**src/rtl/k10_imm_stage.sv**
```systemverilog
// ---------------------------------------------------------------------------
// k10_imm_stage
//   Registered immediate-extraction stage sitting between fetch and decode.
//   Each accepted instruction is classified (I/S/B/U/J/ZIMM/RVC/NONE), its
//   immediate is extracted and extended to XLEN, and the result is queued
//   with a pass-through tag in a 2-entry skid buffer.
//
// Parameters
//   XLEN    immediate width (32 or 64)
//   RVC_EN  1 = decode the supported compressed subset, 0 = compressed -> NONE
//   TAG_W   sideband tag width
//
// Ports
//   i_clk, i_rst_n            clock, asynchronous active-low reset
//   i_flush                   drop all buffered entries and any same-cycle push
//   i_valid / o_in_ready      input handshake; o_in_ready is registered (count<2)
//   i_instr, i_tag            raw instruction (compressed form in [15:0]), tag
//   o_out_valid / i_out_ready output handshake for the head entry
//   o_imm, o_fmt, o_tag       head entry immediate, format code, tag
// ---------------------------------------------------------------------------
package k10_imm_pkg;
   localparam logic [6:0] OP_IMM    = 7'b0010011;
   localparam logic [6:0] OP_LOAD   = 7'b0000011;
   localparam logic [6:0] OP_JALR   = 7'b1100111;
   localparam logic [6:0] OP_STORE  = 7'b0100011;
   localparam logic [6:0] OP_BRANCH = 7'b1100011;
   localparam logic [6:0] OP_LUI    = 7'b0110111;
   localparam logic [6:0] OP_AUIPC  = 7'b0010111;
   localparam logic [6:0] OP_JAL    = 7'b1101111;
   localparam logic [6:0] OP_SYSTEM = 7'b1110011;

   typedef enum logic [2:0] {
      FMT_NONE = 3'd0,
      FMT_I    = 3'd1,
      FMT_S    = 3'd2,
      FMT_B    = 3'd3,
      FMT_U    = 3'd4,
      FMT_J    = 3'd5,
      FMT_ZIMM = 3'd6,
      FMT_C    = 3'd7
   } fmt_e;
endpackage

module k10_imm_stage
   import k10_imm_pkg::*;
#(
   parameter int unsigned XLEN   = 32,
   parameter int unsigned RVC_EN = 1,
   parameter int unsigned TAG_W  = 32
) (
   input  logic             i_clk,
   input  logic             i_rst_n,
   input  logic             i_flush,
   input  logic             i_valid,
   output logic             o_in_ready,
   input  logic [31:0]      i_instr,
   input  logic [TAG_W-1:0] i_tag,
   output logic             o_out_valid,
   input  logic             i_out_ready,
   output logic [XLEN-1:0]  o_imm,
   output logic [2:0]       o_fmt,
   output logic [TAG_W-1:0] o_tag
);

   logic [XLEN-1:0]  w_imm;
   fmt_e             w_fmt;
   logic             w_push;
   logic             w_pop;
   logic [1:0]       w_count_nxt;

   logic [XLEN-1:0]  r_imm [2];
   logic [2:0]       r_fmt [2];
   logic [TAG_W-1:0] r_tag [2];
   logic [1:0]       r_count;
   logic             r_wr_ptr;
   logic             r_rd_ptr;
   logic             r_in_ready;

   // Immediate extraction; signed size casts perform the sign extension.
   always_comb begin
      w_imm = '0;
      w_fmt = FMT_NONE;
      if (i_instr[1:0] == 2'b11) begin
         case (i_instr[6:0])
            OP_IMM, OP_LOAD, OP_JALR: begin
               w_fmt = FMT_I;
               w_imm = XLEN'($signed(i_instr[31:20]));
            end
            OP_STORE: begin
               w_fmt = FMT_S;
               w_imm = XLEN'($signed({i_instr[31:25], i_instr[11:7]}));
            end
            OP_BRANCH: begin
               w_fmt = FMT_B;
               w_imm = XLEN'($signed({i_instr[31], i_instr[7], i_instr[30:25],
                                      i_instr[11:8], 1'b0}));
            end
            OP_LUI, OP_AUIPC: begin
               w_fmt = FMT_U;
               w_imm = XLEN'($signed({i_instr[31:12], 12'h000}));
            end
            OP_JAL: begin
               w_fmt = FMT_J;
               w_imm = XLEN'($signed({i_instr[31], i_instr[19:12], i_instr[20],
                                      i_instr[30:21], 1'b0}));
            end
            OP_SYSTEM: begin
               w_fmt = FMT_ZIMM;
               w_imm = XLEN'(i_instr[19:15]);
            end
            default: ;
         endcase
      end else if (RVC_EN != 0) begin
         // Keyed on {funct3, quadrant}.
         case ({i_instr[15:13], i_instr[1:0]})
            5'b000_01, 5'b010_01: begin
               w_fmt = FMT_C;
               w_imm = XLEN'($signed({i_instr[12], i_instr[6:2]}));
            end
            5'b011_01: begin
               w_fmt = FMT_C;
               if (i_instr[11:7] == 5'd2)
                  w_imm = XLEN'($signed({i_instr[12], i_instr[4:3], i_instr[5],
                                         i_instr[2], i_instr[6], 4'h0}));
               else
                  w_imm = XLEN'($signed({i_instr[12], i_instr[6:2], 12'h000}));
            end
            5'b101_01: begin
               w_fmt = FMT_C;
               w_imm = XLEN'($signed({i_instr[12], i_instr[8], i_instr[10:9],
                                      i_instr[6], i_instr[7], i_instr[2],
                                      i_instr[11], i_instr[5:3], 1'b0}));
            end
            5'b110_01, 5'b111_01: begin
               w_fmt = FMT_C;
               w_imm = XLEN'($signed({i_instr[12], i_instr[6:5], i_instr[2],
                                      i_instr[11:10], i_instr[4:3], 1'b0}));
            end
            5'b010_00, 5'b110_00: begin
               w_fmt = FMT_C;
               w_imm = XLEN'({i_instr[5], i_instr[12:10], i_instr[6], 2'b00});
            end
            5'b010_10: begin
               w_fmt = FMT_C;
               w_imm = XLEN'({i_instr[3:2], i_instr[12], i_instr[6:4], 2'b00});
            end
            5'b110_10: begin
               w_fmt = FMT_C;
               w_imm = XLEN'({i_instr[8:7], i_instr[12:9], 2'b00});
            end
            default: ;
         endcase
      end
   end

   assign w_push = i_valid & r_in_ready;
   assign w_pop  = (r_count != 2'd0) & i_out_ready;

   always_comb begin
      w_count_nxt = r_count;
      case ({w_push, w_pop})
         2'b10:   w_count_nxt = r_count + 2'd1;
         2'b01:   w_count_nxt = r_count - 2'd1;
         default: w_count_nxt = r_count;
      endcase
   end

   always_ff @(posedge i_clk or negedge i_rst_n) begin
      if (!i_rst_n) begin
         for (int unsigned k = 0; k < 2; k++) begin
            r_imm[k] <= '0;
            r_fmt[k] <= '0;
            r_tag[k] <= '0;
         end
         r_count    <= '0;
         r_wr_ptr   <= 1'b0;
         r_rd_ptr   <= 1'b0;
         r_in_ready <= 1'b1;
      end else if (i_flush) begin
         r_count    <= '0;
         r_wr_ptr   <= 1'b0;
         r_rd_ptr   <= 1'b0;
         r_in_ready <= 1'b1;
      end else begin
         if (w_push) begin
            r_imm[r_wr_ptr] <= w_imm;
            r_fmt[r_wr_ptr] <= w_fmt;
            r_tag[r_wr_ptr] <= i_tag;
            r_wr_ptr        <= ~r_wr_ptr;
         end
         if (w_pop)
            r_rd_ptr <= ~r_rd_ptr;
         r_count    <= w_count_nxt;
         // Registered ready derived from the next count, so it always equals count<2.
         r_in_ready <= (w_count_nxt != 2'd2);
      end
   end

   assign o_in_ready  = r_in_ready;
   assign o_out_valid = (r_count != 2'd0);
   assign o_imm       = r_imm[r_rd_ptr];
   assign o_fmt       = r_fmt[r_rd_ptr];
   assign o_tag       = r_tag[r_rd_ptr];

endmodule

```
**config.mk**
```make
export PLATFORM = sky130hd
export DESIGN_NAME = k10_imm_stage
export DESIGN_NICKNAME = d
export VERILOG_FILES = /design/src/rtl/k10_imm_stage.sv
export SDC_FILE = /design/constraint.sdc
export NUM_CORES = 1
export LEC_CHECK = 0
export BUFFER_PORTS_ARGS = -buffer_cell sky130_fd_sc_hd__buf_2
export CAP_MARGIN = 20
export CELL_PAD_IN_SITES_DETAIL_PLACEMENT = 1
export CELL_PAD_IN_SITES_GLOBAL_PLACEMENT = 2
export CORE_ASPECT_RATIO = 1.5
export CORE_MARGIN = 8
export CORE_UTILIZATION = 36
export CTS_CLUSTER_DIAMETER = 80
export DETAILED_ROUTE_END_ITERATION = 8
export MAX_ROUTING_LAYER = met4
export PLACE_DENSITY = 0.83
export SLEW_MARGIN = 10
export SYNTH_ARGS = -nofsm -noshare
export SYNTH_HDL_FRONTEND = slang
export SYNTH_SLANG_ARGS = --single-unit
```
**constraint.sdc**
```tcl
create_clock -name i_clk -period 3.8 [get_ports i_clk]
set_clock_uncertainty 0.1 [all_clocks]
set_input_delay 0.38 -clock i_clk [delete_from_list [all_inputs] [get_ports i_clk]]
set_output_delay 0.38 -clock i_clk [all_outputs]
set_load 0.01 [all_outputs]
```
==> results.txt, run 1 <==
The arrival time at the worst endpoint is 2.22 ns. The number of antenna diodes in the final layout is 0. The logs give 0 for the number of max-slew violations in the final report and 102 for the maximum number of pins on one net before global-route repair. The tools report the total number of yosys warnings as 0.

Clock-pin slew was measured on the worst setup and hold paths at 0.07 ns. Dividing the detail-routed via count by the number of cells gives 5.18. The synthesized instance count came out at 676. Counting distinct cell types in the post-synthesis netlist gives 60. The checks that failed: negative hold slack. The flow ran to the end, but the final reports show violations. Share of synthesized area occupied by flip-flops and latches: 50.6%. Of all nets on the critical path, the largest fanout is 37. The run gives 36.3% as the starting density of the core. The tools report the clock network latency to the later pin of the worst-skew pair as 0.40 ns. The total length of routed wires was 21.0 mm. The number of buffers inserted by port buffering came out at 137.

The post-synthesis area per instance works out to 10.2 µm². The register bit total from synthesis works out to 139. The clock passes through at most 2 buffers.

For this run, asynchronously set or reset flops after synthesis account for 100%. The remaining global-route overflow is 0. The final-layout worst hold slack is -0.0231 ns. The synthesized design contains 0 enable-type register cells. Number of optimization iterations in the first detailed-route pass: 4.

For this run, the top clock speed supported by timing is 0.371 GHz. The summed instance area of the synthesized netlist was 6880 µm². The share of final-layout standard cells stronger than drive strength 1 is 36.7%.

The via count of the first global-routing pass came out at 6,151. The post-CTS setup-driven buffer insertion count is 0. The logs give 0 for the antenna violation net count after detailed routing and 18,900 µm² for the area inside the core boundary.

TritonCTS built the clock tree. The floorplan step defined a die boundary enclosing 23,900 µm². Gates resized during post-CTS repair numbered 0.

The run gives 33.5 mm as the wire length of the first global-routing pass. The tightest min-delay check is of the input pin to asynchronous set/reset pin type. In this run the tightest slew margin relative to its limit is 37.9%. Row generation in the floorplan step produced 62 rows. The logs give 15.4 mm for the half-perimeter wire length after placement and 139 for the clock net sink count. The top cell types in the final layout, fill and taps aside, are sky130_fd_sc_hd__dfrtp_1 (137), sky130_fd_sc_hd__buf_2 (136), sky130_fd_sc_hd__nand2_1 (129). The worst setup path is captured at an output pin. Setup repair after global routing left no endpoint under its margin.

The run gives 8 as the final-report hold violation count. During I/O placement, the number of pins put on the boundary was 138. The tools report the total negative slack for setup checks as 0 ns. The H-tree was split into 4 levels. For this design the static power due to leakage is 0.00380 µW. After the first detailed-routing iteration, the DRC count stood at 260. At the end of the flow the core is filled with cells to 44.0%.

The number of filler instances in the final layout was 2,188. Leaving out fill and tap cells, the most frequent cell in the layout is sky130_fd_sc_hd__dfrtp_1. Critical path class: flop to output pin.

The count of hold-fix buffers inserted at cts was 0; the total routing resource utilization after global routing was 18.6%. The x dimension of the die works out to 129 µm. After the last flow step, the layout net total stands at 860.

Counting I/O delays and the setup requirement, the final critical path takes 2.70 ns. The worst setup margin came out at 1.10 ns. The logs give 746 for the total nets after synthesis and 0 for the reported max-cap violation count. The critical path required time was 3.32 ns; the power density relative to cell area was 793 nW/µm². Routability-driven placement finished with a final weighted congestion of 0.847.

The cell sitting at the root of the clock tree is a sky130_fd_sc_hd__clkbuf_16. In this run the vertical extent of the chip is 185 µm. The prevailing post-synth register cell is sky130_fd_sc_hd__dfrtp_1. The final critical path takes up 71.0% of the cycle. Actual transition at the worst max-transition pin: 0.931 ns. The worst-case IR drop observed on VDD is 0.301 mV. Average detailed-routed wire length per instance: 19.9 µm. The setup slack at placement is 1.11 ns. The critical path startpoint category is a flop. The initial antenna violation count came out at 0. Relative to the synthesized area, the layout overhead comes to 21.0%. Summing over every cut layer, the via total after detailed routing is 5,484.

In this run, CTS created clock tree buffers numbering 17. Setup violations remaining at the end of the flow were counted as 0. After detailed routing, the number of remaining DRC violations is 0.
==> flip-flops by register name, summed over array words and instances, names as in the netlist <==
| register | count |
|---|---|
| r_imm | 64 |
| r_tag | 64 |
| r_fmt | 6 |
| r_count | 2 |
| o_in_ready | 1 |
| r_rd_ptr | 1 |
| r_wr_ptr | 1 |
==> layout make-up <==
type / instances / area [µm²] / area share (%)
Inverter: 4 / 15.0 / 0.180
Tap cell: 256 / 320 / 3.85
Timing Repair Buffer: 146 / 785 / 9.43
Clock buffer: 18 / 429 / 5.16
Sequential cell: 139 / 3480 / 41.8
Clock inverter: 13 / 144 / 1.73
Multi-Input combinational cell: 482 / 3150 / 37.8
==> routing by layer <==
metal | track usage (%) | share of wire, % | up-vias
li1 | - | - | 2579
met1 | 20.5 | 41 | 2733
met4 | 6.80 | 2.2 | 0
met3 | 2.56 | 3.5 | 31
met2 | 33.4 | 54 | 141
met5 | - | 0 | -
==> kinds of logic after synthesis <==
group | Yosys count | share of synthesized area, %
DFF | 139 | 50.6
AOI/OAI and AO/OA | 147 | 13.1
and+or+nand+nor | 226 | 15.0
xor gates and xnor gates | 6 | 0.764
buffers and inverters | 55 | 3.77
muxes | 102 | 16.7
adders and majority gates | 1 | 0.182
==> report_power, final <==
| group | switching (µW) | internal (µW) |
|---|---|---|
| combinational | 1250 | 1200 |
| clock | 652 | 968 |
| sequential | 384 | 2140 |
==> stage by stage <==
stage | power (µW) | instances | area [µm²]
6_report | 6600 | 1058 | 8320
5_1_grt | 7060 | 1058 | 8320
4_1_cts | 6720 | 1058 | 8320
3_5_place_dp | 5060 | 1027 | 7750
3_3_place_gp | 4930 | 1027 | 7750
2_1_floorplan | 4030 | 676 | 6880
==> synthesized netlist by cell type, types with 2 or more instances <==
cell type | number | area [µm²]
sky130_fd_sc_hd__nand4_1 | 3 | 18.8
sky130_fd_sc_hd__o211ai_1 | 2 | 15.0
sky130_fd_sc_hd__or2_2 | 2 | 12.5
sky130_fd_sc_hd__o21bai_1 | 2 | 15.0
sky130_fd_sc_hd__xnor2_1 | 4 | 35.0
sky130_fd_sc_hd__a211oi_1 | 2 | 15.0
sky130_fd_sc_hd__buf_4 | 3 | 22.5
sky130_fd_sc_hd__xor2_1 | 2 | 17.5
sky130_fd_sc_hd__nand3b_1 | 3 | 22.5
sky130_fd_sc_hd__and2_1 | 4 | 25.0
sky130_fd_sc_hd__a221oi_2 | 4 | 60.1
sky130_fd_sc_hd__nor4b_1 | 2 | 17.5
sky130_fd_sc_hd__a22oi_1 | 4 | 30.0
sky130_fd_sc_hd__mux2_2 | 101 | 1140
sky130_fd_sc_hd__o21ai_1 | 3 | 15.0
sky130_fd_sc_hd__buf_6 | 4 | 45.0
sky130_fd_sc_hd__nor2b_1 | 3 | 18.8
sky130_fd_sc_hd__a21oi_1 | 66 | 330
sky130_fd_sc_hd__nor2_1 | 53 | 199
sky130_fd_sc_hd__a221oi_1 | 6 | 52.6
sky130_fd_sc_hd__nand2b_1 | 4 | 25.0
sky130_fd_sc_hd__or3_1 | 2 | 12.5
sky130_fd_sc_hd__nand2_1 | 130 | 488
sky130_fd_sc_hd__or3b_2 | 2 | 17.5
sky130_fd_sc_hd__dfrtp_1 | 138 | 3450
sky130_fd_sc_hd__a222oi_1 | 2 | 20.0
sky130_fd_sc_hd__buf_2 | 9 | 45.0
sky130_fd_sc_hd__a31oi_1 | 2 | 12.5
sky130_fd_sc_hd__buf_1 | 6 | 22.5
sky130_fd_sc_hd__o21ai_0 | 35 | 175
sky130_fd_sc_hd__clkbuf_1 | 29 | 109
sky130_fd_sc_hd__nand3_1 | 2 | 10.0
sky130_fd_sc_hd__a32o_1 | 3 | 30.0
sky130_fd_sc_hd__o21a_1 | 2 | 15.0
sky130_fd_sc_hd__o2bb2ai_1 | 2 | 17.5
sky130_fd_sc_hd__a21o_1 | 4 | 30.0
sky130_fd_sc_hd__and3_1 | 2 | 12.5
sky130_fd_sc_hd__inv_1 | 4 | 15.0
sky130_fd_sc_hd__nor3_1 | 3 | 15.0
sky130_fd_sc_hd__a311oi_1 | 2 | 17.5
==> worst max-delay path, stage by stage (launching register included) <==
cell                      delay, ns
sky130_fd_sc_hd__dfrtp_2       0.91
sky130_fd_sc_hd__buf_12        0.31
sky130_fd_sc_hd__mux2_2        0.41
sky130_fd_sc_hd__buf_2         0.15
==> worst paths after layout <==
kind,startpoint,endpoint,slack (ns),cells after the start
max,r_rd_ptr,o_imm[22],1.10,3
min,i_rst_n,r_imm[7],-0.02,1
max reg2reg,o_in_ready,r_tag[33],1.55,4
min reg2reg,r_tag[9],r_tag[9],0.37,2
max in group asynchronous,i_rst_n,r_imm[18],2.84,2
min in group i_clk,i_tag[28],r_tag[28],0.07,3
Power figures use the tool's default switching activity.
==> inputs of run 2 (changes only) <==
- CORE_UTILIZATION: 36 -> 35
- PLACE_DENSITY: 0.83 -> 0.81
- clock period: 3.8 -> 2.7 ns (I/O delays scaled with it)
==> run 2 against run 1 <==
The flow now finishes without violations. Power grew 43%. Cell area grew 5.1%. Clock power grew 41%. Highest routed layer unchanged. Global-route usage grew 0.20 points. Core utilization grew 0.77 points. Register-to-register slack lost 0.92 ns. Routed wire length grew 2.3%. Largest power group is now combinational cells. First-iteration DRC count grew 6.5%. Clock-buffer cell count shrank 1. Via count grew 4.3%.
==> results.txt, run 2 (synthesized netlist as in run 1, its figures left out) <==
OpenSTA, run right after detailed placement, puts the worst setup slack at 0.412 ns. The worst setup margin is 0.313 ns. Setup repair after global routing left no endpoint under its margin.

The die is 188 µm tall. Wire length of the first global-routing pass: 34.7 mm. The cell leakage power came out at 0.00398 µW.

Half-perimeter wire length after placement: 15.5 mm. The final-layout worst hold slack is 0.102 ns, and the total placed instance area is 7830 µm². The total negative slack for setup checks was 0 ns. The tools report the number of optimization iterations in the first detailed-route pass as 4. The setup check on the worst reg-to-reg path leaves a slack of 0.63 ns. Start point of the worst min-delay path: i_instr[26]. The via count of the first global-routing pass is 6,436, and the initial antenna violation count is 0.

The antenna violation net count after detailed routing was 0; the total length of routed wires was 21.5 mm. TritonCTS built the clock tree. The worst hold path passes through 3 cells. Hold repair after CTS inserted 34 buffers. The worst setup path is captured at an output pin. The worst setup path is of the flop to output pin kind. The critical path required time came out at 2.33 ns.

At the end of the flow, the number of nets in the layout was 899. At the end of routability-driven placement, the weighted congestion stood at 0.902. At the later pin of the worst-skew pair, clock insertion delay measures 0.42 ns. The floorplan die area was 24,500 µm²; the met1 demand-to-capacity share in global routing was 20.3%.

Summing all flip-flop and latch instances after layout gives 3480 µm². Global routing used 18.8% of the available tracks across all layers. The x dimension of the die was 130 µm; the largest stage delay on the critical path was 0.74 ns. The final critical path time including I/O delays and setup is 2.39 ns, and the largest fanout of any net on the critical path is 19. The remaining global-route overflow came out at 0. For hold timing, the worst endpoint is r_imm[6]. The cell sitting at the root of the clock tree is a sky130_fd_sc_hd__clkbuf_16. The count of inserted antenna diode cells was 0. Data on the critical path arrives at its endpoint at 2.02 ns.

The worst register-to-register path begins at r_count[0]. The clock transition at the registers of the reported paths was 0.07 ns; the mean number of vias per cell was 5.19. After routing the design area is 8740 µm².

The average detailed-routed wire length per instance was 19.5 µm. The overall via count from detail_route was 5,721. In the layout the commonest cells are sky130_fd_sc_hd__dfrtp_1 (137), sky130_fd_sc_hd__buf_2 (136), sky130_fd_sc_hd__nand2_1 (129). Clock tree synthesis found a total of 139 sinks.

The number of placed instances, taps included, is 1,036. The logs give 75 for the maximum number of pins on one net before global-route repair and 3150 µm² for the area occupied by multi-input gates. Counting cells, the worst reg-to-reg path comes to 6. Share of the cycle needed by the critical path after routing: 88.4%.

On the critical path, the stage with the largest delay is an instance of sky130_fd_sc_hd__dfrtp_2. The starting density of the core was 35.2%; the share of final-layout standard cells stronger than drive strength 1 was 35.7%. The run gives 2 as the worst-case clock buffer depth. The tools report the maximum operating frequency as 0.419 GHz. The signal on the critical path passes through buf_4 -> mux2_2 -> buf_2. The endpoint identified for the worst register-to-register timing path is o_in_ready. For this run, design rule violations remaining after detail routing come to 0. The final number of setup-violating endpoints came out at 0. The worst pin sits at a relative slew slack of 56.8%. In this run the worst hold path is classified as input pin to flop. The filler cells instantiated in the layout total 2,238. In the global route stage, met2 resource usage came out at 32.4%. Relative to the synthesized area, the layout overhead comes to 27.1%. Across the run, the number of max-cap violations was 0. Number of buffers added by the clock tree synthesis step: 17. Global routing consumed, on the met3 layer, 3.24% of the routing resources.

The logs give 0 for the final-report hold violation count and 0 for the number of max-slew violations in the final report. The run finished with clean final reports. The number of buffers inserted by port buffering was 137; the final instance count without filler cells was 1,102. The tools report the maximum level of the CTS H-tree as 4.

Pin placement for this block handled 138 I/O pins. The run gives 277 as the initial detailed-routing violation count. In this run, post-CTS repair resized a total of 0 instances. Busiest layer in global routing: met2.

For the pin with the worst max-slew slack, the measured transition is 0.648 ns. The library cell used most frequently in the layout, excluding fill and tap cells, is sky130_fd_sc_hd__dfrtp_1. For the post-CTS setup-driven buffer insertion count, the log shows 0. The worst-case IR drop observed on VDD is 0.571 mV. Row generation in the floorplan step produced 63 rows.

The area inside the core boundary was 19,500 µm²; the power density relative to cell area was 1080 nW/µm². STA classifies the critical path startpoint as a flop. The largest registers in the layout are r_imm x64, r_tag x64, r_fmt x6.
## run 2: changes by cell type in the layout (fill, tap and decap cells not counted), sizes merged
cell         delta
clkinvlp        -1
clkbuf          -1
bufinv          -1
clkinv          -3
buf             +5
dlygate4sd3    +34
inv             +7
## run 2: worst max path at each step
stage / startpoint / endpoint / cells past startpoint / slack, ns
6_report: r_rd_ptr / o_tag[6] / 3 / 0.31
5_1_grt: r_rd_ptr / o_tag[7] / 3 / 0.23
4_1_cts: r_rd_ptr / o_tag[6] / 3 / 0.27
3_5_place_dp: i_instr[0] / r_imm[13] / 6 / 0.41
3_3_place_gp: i_instr[0] / r_imm[13] / 6 / 0.44
2_1_floorplan: r_count[0] / o_in_ready / 6 / 0.75
## run 2: power by group
group	total, µW	internal (µW)	switching [µW]
registers	3550	3010	536
logic	3600	1760	1840
clock network	2280	1300	981
total	9430	6070	3350
## run 2: per-stage QoR
step / utilization (%) / total power (µW)
2_1_floorplan: - / 5670
3_3_place_gp: 40.0 / 7030
3_5_place_dp: 40.0 / 7200
4_1_cts: 44.7 / 9580
5_1_grt: 44.7 / 10100
6_report: 44.7 / 9430
## run 2: critical path: cells and delay by family (launching register included)
family,cells,cell delay (ns)
flip-flops,1,0.74
multiplexers,1,0.37
buffers and inverters,2,0.48
## run 2: cell type report
class / count / area share (%)
Multi-Input combinational cell: 482 / 36.0
Sequential cell: 139 / 39.8
Clock inverter: 15 / 1.72
Timing Repair Buffer: 185 / 13.7
Tap cell: 260 / 3.72
Clock buffer: 17 / 4.86
Inverter: 4 / 0.172
## run 2: layer usage
metal	vias up	share of wire (%)
met3	37	3.6
met4	0	3.4
met5	-	0
met1	2876	40
met2	148	53
li1	2660	-
